### src/rtl/conv_frame_streamer.sv
// Streams one frame from a sync-read frame buffer in raster order. Reads go through a two-stage
// pipeline that carries row/col tags to the conv pixel inputs.
module conv_frame_streamer #(
    parameter int DATA_WIDTH   = 8,
    parameter int IMG_WIDTH    = 4,
    parameter int IMG_HEIGHT   = 4,
    parameter int NUM_CHANNELS = 3,
    localparam int ADDR_WIDTH  = $clog2(IMG_WIDTH * IMG_HEIGHT),
    localparam int ROW_W       = (IMG_HEIGHT > 1) ? $clog2(IMG_HEIGHT) : 1,
    localparam int COL_W       = (IMG_WIDTH > 1) ? $clog2(IMG_WIDTH) : 1
) (
    input  logic                                     clk,
    input  logic                                     rst_n,
    input  logic                                     start,
    input  logic                                     hold,
    input  logic                                     abort,
    output logic                                     mem_rd_en,
    output logic [ADDR_WIDTH-1:0]                    mem_rd_addr,
    input  logic [NUM_CHANNELS-1:0][DATA_WIDTH-1:0]  mem_rd_data,
    output logic [NUM_CHANNELS-1:0][DATA_WIDTH-1:0]  pixel_out_ch,
    output logic                                     valid_out,
    output logic [ROW_W-1:0]                         row_out,
    output logic [COL_W-1:0]                         col_out,
    output logic                                     frame_first,
    output logic                                     frame_last,
    output logic                                     busy,
    output logic                                     done,
    output logic [15:0]                              frame_count
);

    localparam logic [1:0] S_IDLE   = 2'd0;
    localparam logic [1:0] S_STREAM = 2'd1;
    localparam logic [1:0] S_DRAIN  = 2'd2;

    localparam logic [ADDR_WIDTH-1:0] ADDR_LAST = ADDR_WIDTH'(IMG_WIDTH * IMG_HEIGHT - 1);
    localparam logic [ROW_W-1:0]      ROW_LAST  = ROW_W'(IMG_HEIGHT - 1);
    localparam logic [COL_W-1:0]      COL_LAST  = COL_W'(IMG_WIDTH - 1);

    logic [1:0]            state;
    logic [ADDR_WIDTH-1:0] rd_addr;
    logic [ROW_W-1:0]      row;
    logic [COL_W-1:0]      col;
    logic                  vld_p1;
    logic [ROW_W-1:0]      row_p1;
    logic [COL_W-1:0]      col_p1;
    logic                  kill;
    logic                  last_beat;

    assign busy        = (state != S_IDLE);
    assign mem_rd_en   = (state == S_STREAM) && !hold;
    assign mem_rd_addr = rd_addr;
    assign kill        = abort && busy;
    // The final beat is on the output and nothing is left in flight behind it.
    assign last_beat   = (state == S_DRAIN) && valid_out && frame_last && !vld_p1;

    always_ff @(posedge clk or negedge rst_n) begin
        if (!rst_n) begin
            state       <= S_IDLE;
            rd_addr     <= '0;
            row         <= '0;
            col         <= '0;
            done        <= 1'b0;
            frame_count <= '0;
        end else begin
            done <= 1'b0;
            if (kill) begin
                state   <= S_IDLE;
                rd_addr <= '0;
                row     <= '0;
                col     <= '0;
            end else begin
                case (state)
                    S_IDLE: begin
                        if (start) begin
                            state   <= S_STREAM;
                            rd_addr <= '0;
                            row     <= '0;
                            col     <= '0;
                        end
                    end
                    S_STREAM: begin
                        if (mem_rd_en) begin
                            if (rd_addr == ADDR_LAST) begin
                                state   <= S_DRAIN;
                                rd_addr <= '0;
                                row     <= '0;
                                col     <= '0;
                            end else begin
                                rd_addr <= rd_addr + 1'b1;
                                if (col == COL_LAST) begin
                                    col <= '0;
                                    row <= row + 1'b1;
                                end else begin
                                    col <= col + 1'b1;
                                end
                            end
                        end
                    end
                    S_DRAIN: begin
                        if (last_beat) begin
                            state       <= S_IDLE;
                            done        <= 1'b1;
                            frame_count <= frame_count + 16'd1;
                        end
                    end
                    default: state <= S_IDLE;
                endcase
            end
        end
    end

    // Stage 1: read issued, tags captured alongside the outstanding request
    always_ff @(posedge clk) begin
        if (mem_rd_en) begin
            row_p1 <= row;
            col_p1 <= col;
        end
    end

    always_ff @(posedge clk or negedge rst_n) begin
        if (!rst_n) begin
            vld_p1 <= 1'b0;
        end else begin
            vld_p1 <= mem_rd_en && !kill;
        end
    end

    // Stage 2: read data returns and is registered with its tags
    always_ff @(posedge clk or negedge rst_n) begin
        if (!rst_n) begin
            pixel_out_ch <= '0;
            valid_out    <= 1'b0;
            row_out      <= '0;
            col_out      <= '0;
            frame_first  <= 1'b0;
            frame_last   <= 1'b0;
        end else if (kill) begin
            valid_out   <= 1'b0;
            frame_first <= 1'b0;
            frame_last  <= 1'b0;
        end else begin
            valid_out   <= vld_p1;
            frame_first <= vld_p1 && (row_p1 == '0) && (col_p1 == '0);
            frame_last  <= vld_p1 && (row_p1 == ROW_LAST) && (col_p1 == COL_LAST);
            if (vld_p1) begin
                pixel_out_ch <= mem_rd_data;
                row_out      <= row_p1;
                col_out      <= col_p1;
            end
        end
    end

endmodule

### config.mk
export PLATFORM = sky130hd
export DESIGN_NAME = conv_frame_streamer
export DESIGN_NICKNAME = d
export VERILOG_FILES = /design/src/rtl/conv_frame_streamer.sv
export SDC_FILE = /design/constraint.sdc
export NUM_CORES = 1
export LEC_CHECK = 0
export CORE_MARGIN = 10
export CORE_UTILIZATION = 55
export CTS_CLUSTER_SIZE = 20
export DETAILED_ROUTE_END_ITERATION = 12
export DONT_BUFFER_PORTS = 1
export GPL_ROUTABILITY_DRIVEN = 0
export PLACE_DENSITY = 0.81
export SLEW_MARGIN = 20
export SYNTH_ARGS = -nofsm -noshare
export SYNTH_HDL_FRONTEND = slang
export SYNTH_SLANG_ARGS = --single-unit
### constraint.sdc
create_clock -name clk -period 1.6 [get_ports clk]
set_clock_uncertainty 0.2 [all_clocks]
set_input_delay 0 -clock clk [delete_from_list [all_inputs] [get_ports clk]]
set_output_delay 0 -clock clk [all_outputs]
set_load 0.05 [all_outputs]
== Word-level counts from Yosys, hierarchy flattened ==
Index checks and enable logic that the tools add are counted.
Word-level totals
  bits in registers: 63
  input bits: 29
  output and inout bits: 54
  logic and storage cells: 84
Cells by class
  $add $sub $neg: 4
  equal/unequal tests: 11
  muxes and demuxes: 28
  bitwise operators: 1
  reduce and logical (&&, ||, !) cells: 23
Operators with widths (count)
  $mux W2: 14
  $add A16 B1 Y16 const B: 1
  $mux W4: 4
  $logic_and A1 B1 Y1: 10
  $ne A3 B3 Y1 const B: 3
  $eq A2 B2 Y1 const B: 4
  $pmux W2 S2: 2
  $pmux W4 S2: 1
  $reduce_and A4 Y1: 2
  $logic_not A2 Y1: 3
  $mux W1: 6
  $pmux W2 S3: 1
  $reduce_and A3 Y1: 2
  $add A2 B1 Y2 const B: 2
  $add A4 B1 Y4 const B: 1
  $eq A4 B4 Y1 const B: 1
  $ne A4 B2 Y1 const B: 1
  $logic_not A1 Y1: 3
  $ne A3 B2 Y1 const B: 1
  $reduce_bool A3 Y1: 1
  $eq A2 B1 Y1 const B: 1
  $reduce_and A2 Y1: 1
  $reduce_bool A2 Y1: 1
  $not A1 Y1: 1

== Longest topological paths before layout ==
  depth in word-level cells: 7
  gate-level depth with buffers: 7
  gate-level depth less buffers: 5

== Worst setup path after synthesis ==
OpenSTA, ideal clock, no wires.
  path type: reg2reg
  start point: register state[1]
  end point: register col_p1[0] (enable)
  library setup time: 0.425 ns
  arrival: 1.996 ns
  required time: 0.975 ns
  slack: -1.020 ns
  stages on the path, launching flop included: 3
  buffers on the path: 1
  clock period less this slack: 2.620 ns
  cell sequence: dfrtp_1 buf_4 nor3b_1
Between the ends
  word-level cells in the longest chain between the ends: 2
Ends and longest elaborated chain
  from (decl): RTL line 39  | logic [1:0] state;
  from (signal assigned): RTL line 58  | state <= S_IDLE;
  from (signal assigned): RTL line 67  | state <= S_IDLE;
  from (signal assigned): RTL line 75  | state <= S_STREAM;
  $eq A2 B1 Y1: RTL line 50  | assign mem_rd_en = (state == S_STREAM) && !hold;
  $logic_and A1 B1 Y1: RTL line 50
  net mem_rd_en: RTL line 17  | output logic mem_rd_en,
  to (signal assigned): RTL line 116  | col_p1 <= col;
  to (decl): RTL line 45  | logic [COL_W-1:0] col_p1;
The timed path passes the listed nets, and every way through them passes these cells.
A chain may end at the register's enable or synchronous reset.

== Final worst setup path ==
  start point: register state[1]
  end point: register row[1]
Between the ends
  word-level cells in the longest chain between the ends: 4
  elaborated cells on any way between the ends: 12
  classes of those cells: 4 x eq/ne; 2 x mux; 6 x reduce/logical
Ends and longest elaborated chain
  $eq A2 B1 Y1 or $reduce_bool A2 Y1 (tied branches): RTL line 50, 72, 49
  $logic_and A1 B1 Y1, on equally long branches: RTL line 50, 52
  $ne A3 B3 Y1 (no source line) (tied with other cells)
  $reduce_and A4 Y1 (no source line)
  to (signal assigned): RTL line 92  | row <= row + 1'b1;
  to (decl): RTL line 41  | logic [ROW_W-1:0] row;
Parallel ways exist; a longest one is shown, timed or not.

==> run_results.csv <==
group,metric,value,unit
grt,grt_pass1_vias,2192,
layout,num-fill-cells,247,
layout,syn_to_final_growth,47.4,%
pwr,cellLeakagePower,1.82,nW
synthesis,ys_warn_count,0,
timing,drv_slew,0,
clocking,cts_buffers,9,
worst_setup_path,r2r_setup_slack,-0.05,ns
place,hpwl,4.40,mm
flow_run,cap_violations,0,
pwr,cellPowerDensity,1670,mW/mm2
synthesis,synth_seq_cells,63,
route,routed_via_density,5.29,
clocking,cts_tree,"done",
timing,rsz0062_at_grt,"true",
timing,worst_pin_slew,0.474,ns
route,drt-initial-drc-count,47,
die,io_pins,83,
grt,track_usage,18.3,%
clocking,clock_path_buffers,2,
route,drc,0,
grt,antenna_found_initial,0,
layout,seq_area,0.00162,mm2
worst_setup_path,end_kind,"register",
worst_setup_path,start_kind,"register",
die,die_area,0.00797,mm2
route,wl_per_cell,18.4,um
timing,worst_slack,-0.0502,ns
pwr,irDropWorstVdd,0.00170,V
clocking,clkSlewWorstSetupHoldPaths,0.06,ns
layout,multi_input_area,0.00113,mm2
place,dp_slack,-0.151,ns
pwr,total_power,0.00651,W
timing,post-route-period-util,103,%
synthesis,avgSynthCellArea,13.1,um2
die,die_w,89.3,um
pwr,p_switching,0.00284,W
synthesis,async_reset_ff_share,93.7,%
worst_setup_path,critPathRequiredTime,1.66,ns
die,core,0.00469,mm2
layout,drive_above_1_share,50.2,%
synthesis,syn_inst,202,
route,drt-pass1-iter-count,4,
outcome,status,"complete, but fails checks",
clocking,clock_latency,0.33,ns
worst_setup_path,cp.arrival,1.71,ns
timing,finalHoldViolations,0,
die,rows,25,
place,io_buffers,0,
outcome,failed_checks,"negative setup slack",
worst_setup_path,crit_type,"register to register",
clocking,root_buffer,"clkbuf_8",
route,drt_wl_total,6.83,mm
place,dpl-instance-area,0.00325,mm2
pwr,power_frac_comb,47.3,%
timing,finalSetupViolCount,8,
timing,max_freq,606,MHz
min_path,min_path_type,"input pin to register",
synthesis,synth_cell_type_count,34,
layout,insertedDiodeCount,0,
pwr,internal_power,0.00367,W
route,ant_nets,0,
worst_setup_path,path_max_fanout,7,
route,vias,1963,
pwr,p_clk_share,17.5,%
clocking,h-tree-depth,3,
grt,grt.overflow.total,0,
die,initial_utilization,56.3,%
layout,fin_area,0.00389,mm2
timing,relSlewSlack,68.3,%
synthesis,synthesis.nets,234,
die,fp.dieH,89.3,um
synthesis,ys_seq_area_share,60.5,%
pwr,switching_share,43.6,%
grt,grt_max_degree,60,
synthesis,yosys_most_used_dff,"dfrtp_1",
timing,period_needed,1.65,ns
layout,nets,344,
clocking,cts_sinks,63,
synthesis,syn_area,0.00264,mm2
synthesis,synth-edff-count,4,
pwr,power_frac_seq,35.2,%
grt,grt_pass1_wl,10.9,mm
critical path, cell delays in order, from the launching register on:
cell	delay (ns)
dfrtp_2	0.47
buf_6	0.16
nor4b_4	0.23
nand2_1	0.12
or3_1	0.31
o21ai_1	0.08
repair_timing:
| action | in CTS | in global routing |
|---|---|---|
| gates resized for setup | 17 | 7 |
| setup buffers | 4 | 3 |
| endpoints found under the hold margin | 121 | 63 |
| hold buffers | 28 | 2 |
| endpoints found under the setup margin | 49 | 49 |
| cloned | 1 | 0 |
| pin swaps | 7 | 7 |
sequential cells by signal, summed over array words and instances (netlist names), 2 cells and up:
signal        count
pixel_out_ch     24
row_p1            2
row_out           2
state             2
col_out           2
col_p1            2
mem_rd_addr       4
frame_count      16
col               2
row               2
layout make-up:
class / instances / area share (%)
sequential: 63 / 41.5
multi-input combinational: 125 / 29.1
inverter: 8 / 0.836
clock inverter: 2 / 0.257
timing repair buffer: 105 / 22.9
clock buffer: 14 / 3.67
tap: 54 / 1.74
cell usage in the layout, fill, tap and decap left out, types with 2 or more instances in the layout:
master          n
buf_4          72
dfrtp_1        44
dlygate4sd3_1  29
mux2_2         28
nand2_1        20
dfrtp_2        15
xnor2_1        10
clkbuf_8        9
inv_1           7
nor2_1          6
nand4_1         5
nand3_1         5
xor2_1          5
clkbuf_1        5
o21ai_0         4
edfxtp_1        4
nand3_2         3
a21oi_2         3
buf_6           3
nand2_8         2
nor3b_2         2
and2_4          2
a21oi_1         2
ha_4            2
clkinv_2        2
metrics by stage:
step	TNS [ns]	hold slack [ns]	instances	util [%]
6_report	-0.227	0.149	371	82.9
5_1_grt	-1.96	0.152	371	82.9
4_1_cts	-0.255	-0.487	366	81.4
3_5_place_dp	-4.84	-0.494	317	69.3
3_3_place_gp	-2.57	-0.494	317	69.3
2_1_floorplan	-0.802	-0.496	202	-
routing by layer:
layer  routed length (um)  up-vias  global-route usage, %
met4                   70        0                   6.94
met1                 2510      966                   18.5
met3                  718        6                   8.84
met5                    0        -                      0
li1                     -      926                      -
met2                 3520       65                   31.8
synth_stat cells (2+ instances only):
| cell type | number | area share (%) |
|---|---|---|
| dfrtp_1 | 59 | 56 |
| mux2_2 | 29 | 12 |
| o21ai_0 | 5 | 0.95 |
| ha_1 | 3 | 1.4 |
| o22ai_1 | 2 | 0.47 |
| nand2_1 | 22 | 3.1 |
| nand4_1 | 5 | 1.2 |
| edfxtp_1 | 4 | 4.5 |
| buf_2 | 5 | 0.95 |
| nand3_1 | 8 | 1.5 |
| xor2_1 | 5 | 1.7 |
| nor3b_1 | 4 | 1.1 |
| xnor2_1 | 10 | 3.3 |
| inv_1 | 8 | 1.1 |
| nor2_1 | 7 | 1.0 |
| and2_1 | 2 | 0.47 |
| nor3_1 | 3 | 0.57 |
| a21oi_1 | 5 | 0.95 |
power groups by stage:
| stage | clock [W] | combinational (W) | sequential [W] |
|---|---|---|---|
| after global routing | 0.00124 | 0.00324 | 0.00234 |
| after detailed placement | 0 | 0.00286 | 0.00230 |
| after global placement | 0 | 0.00281 | 0.00227 |
| after CTS | 0.00115 | 0.00303 | 0.00227 |
| final | 0.00114 | 0.00308 | 0.00229 |
| after floorplan | 0 | 0.000686 | 0.00358 |
path summary, 6_finish.rpt:
path | start | end | cells past startpoint
worst max-delay path | state[1] | row[1] | 5
worst min-delay path | mem_rd_data[6] | pixel_out_ch[6] | 2
worst max register to register | state[1] | row[1] | 5
worst min register to register | frame_count[15] | frame_count[15] | 1
max in group asynchronous | rst_n | frame_count[0] | 3
min in group asynchronous | rst_n | pixel_out_ch[21] | 3
logic make-up after synthesis:
group                    synth area share (%)
adder cells (fa/ha/maj)                  1.42
buffers and inverters                    2.80
flip-flops                               60.5
XOR/XNOR                                 4.98
multiplexers                             12.4
AND/OR/NAND/NOR                          14.4
AO/OA/AOI/OAI                            3.55
No activity file was read; power rests on OpenSTA's default activity.
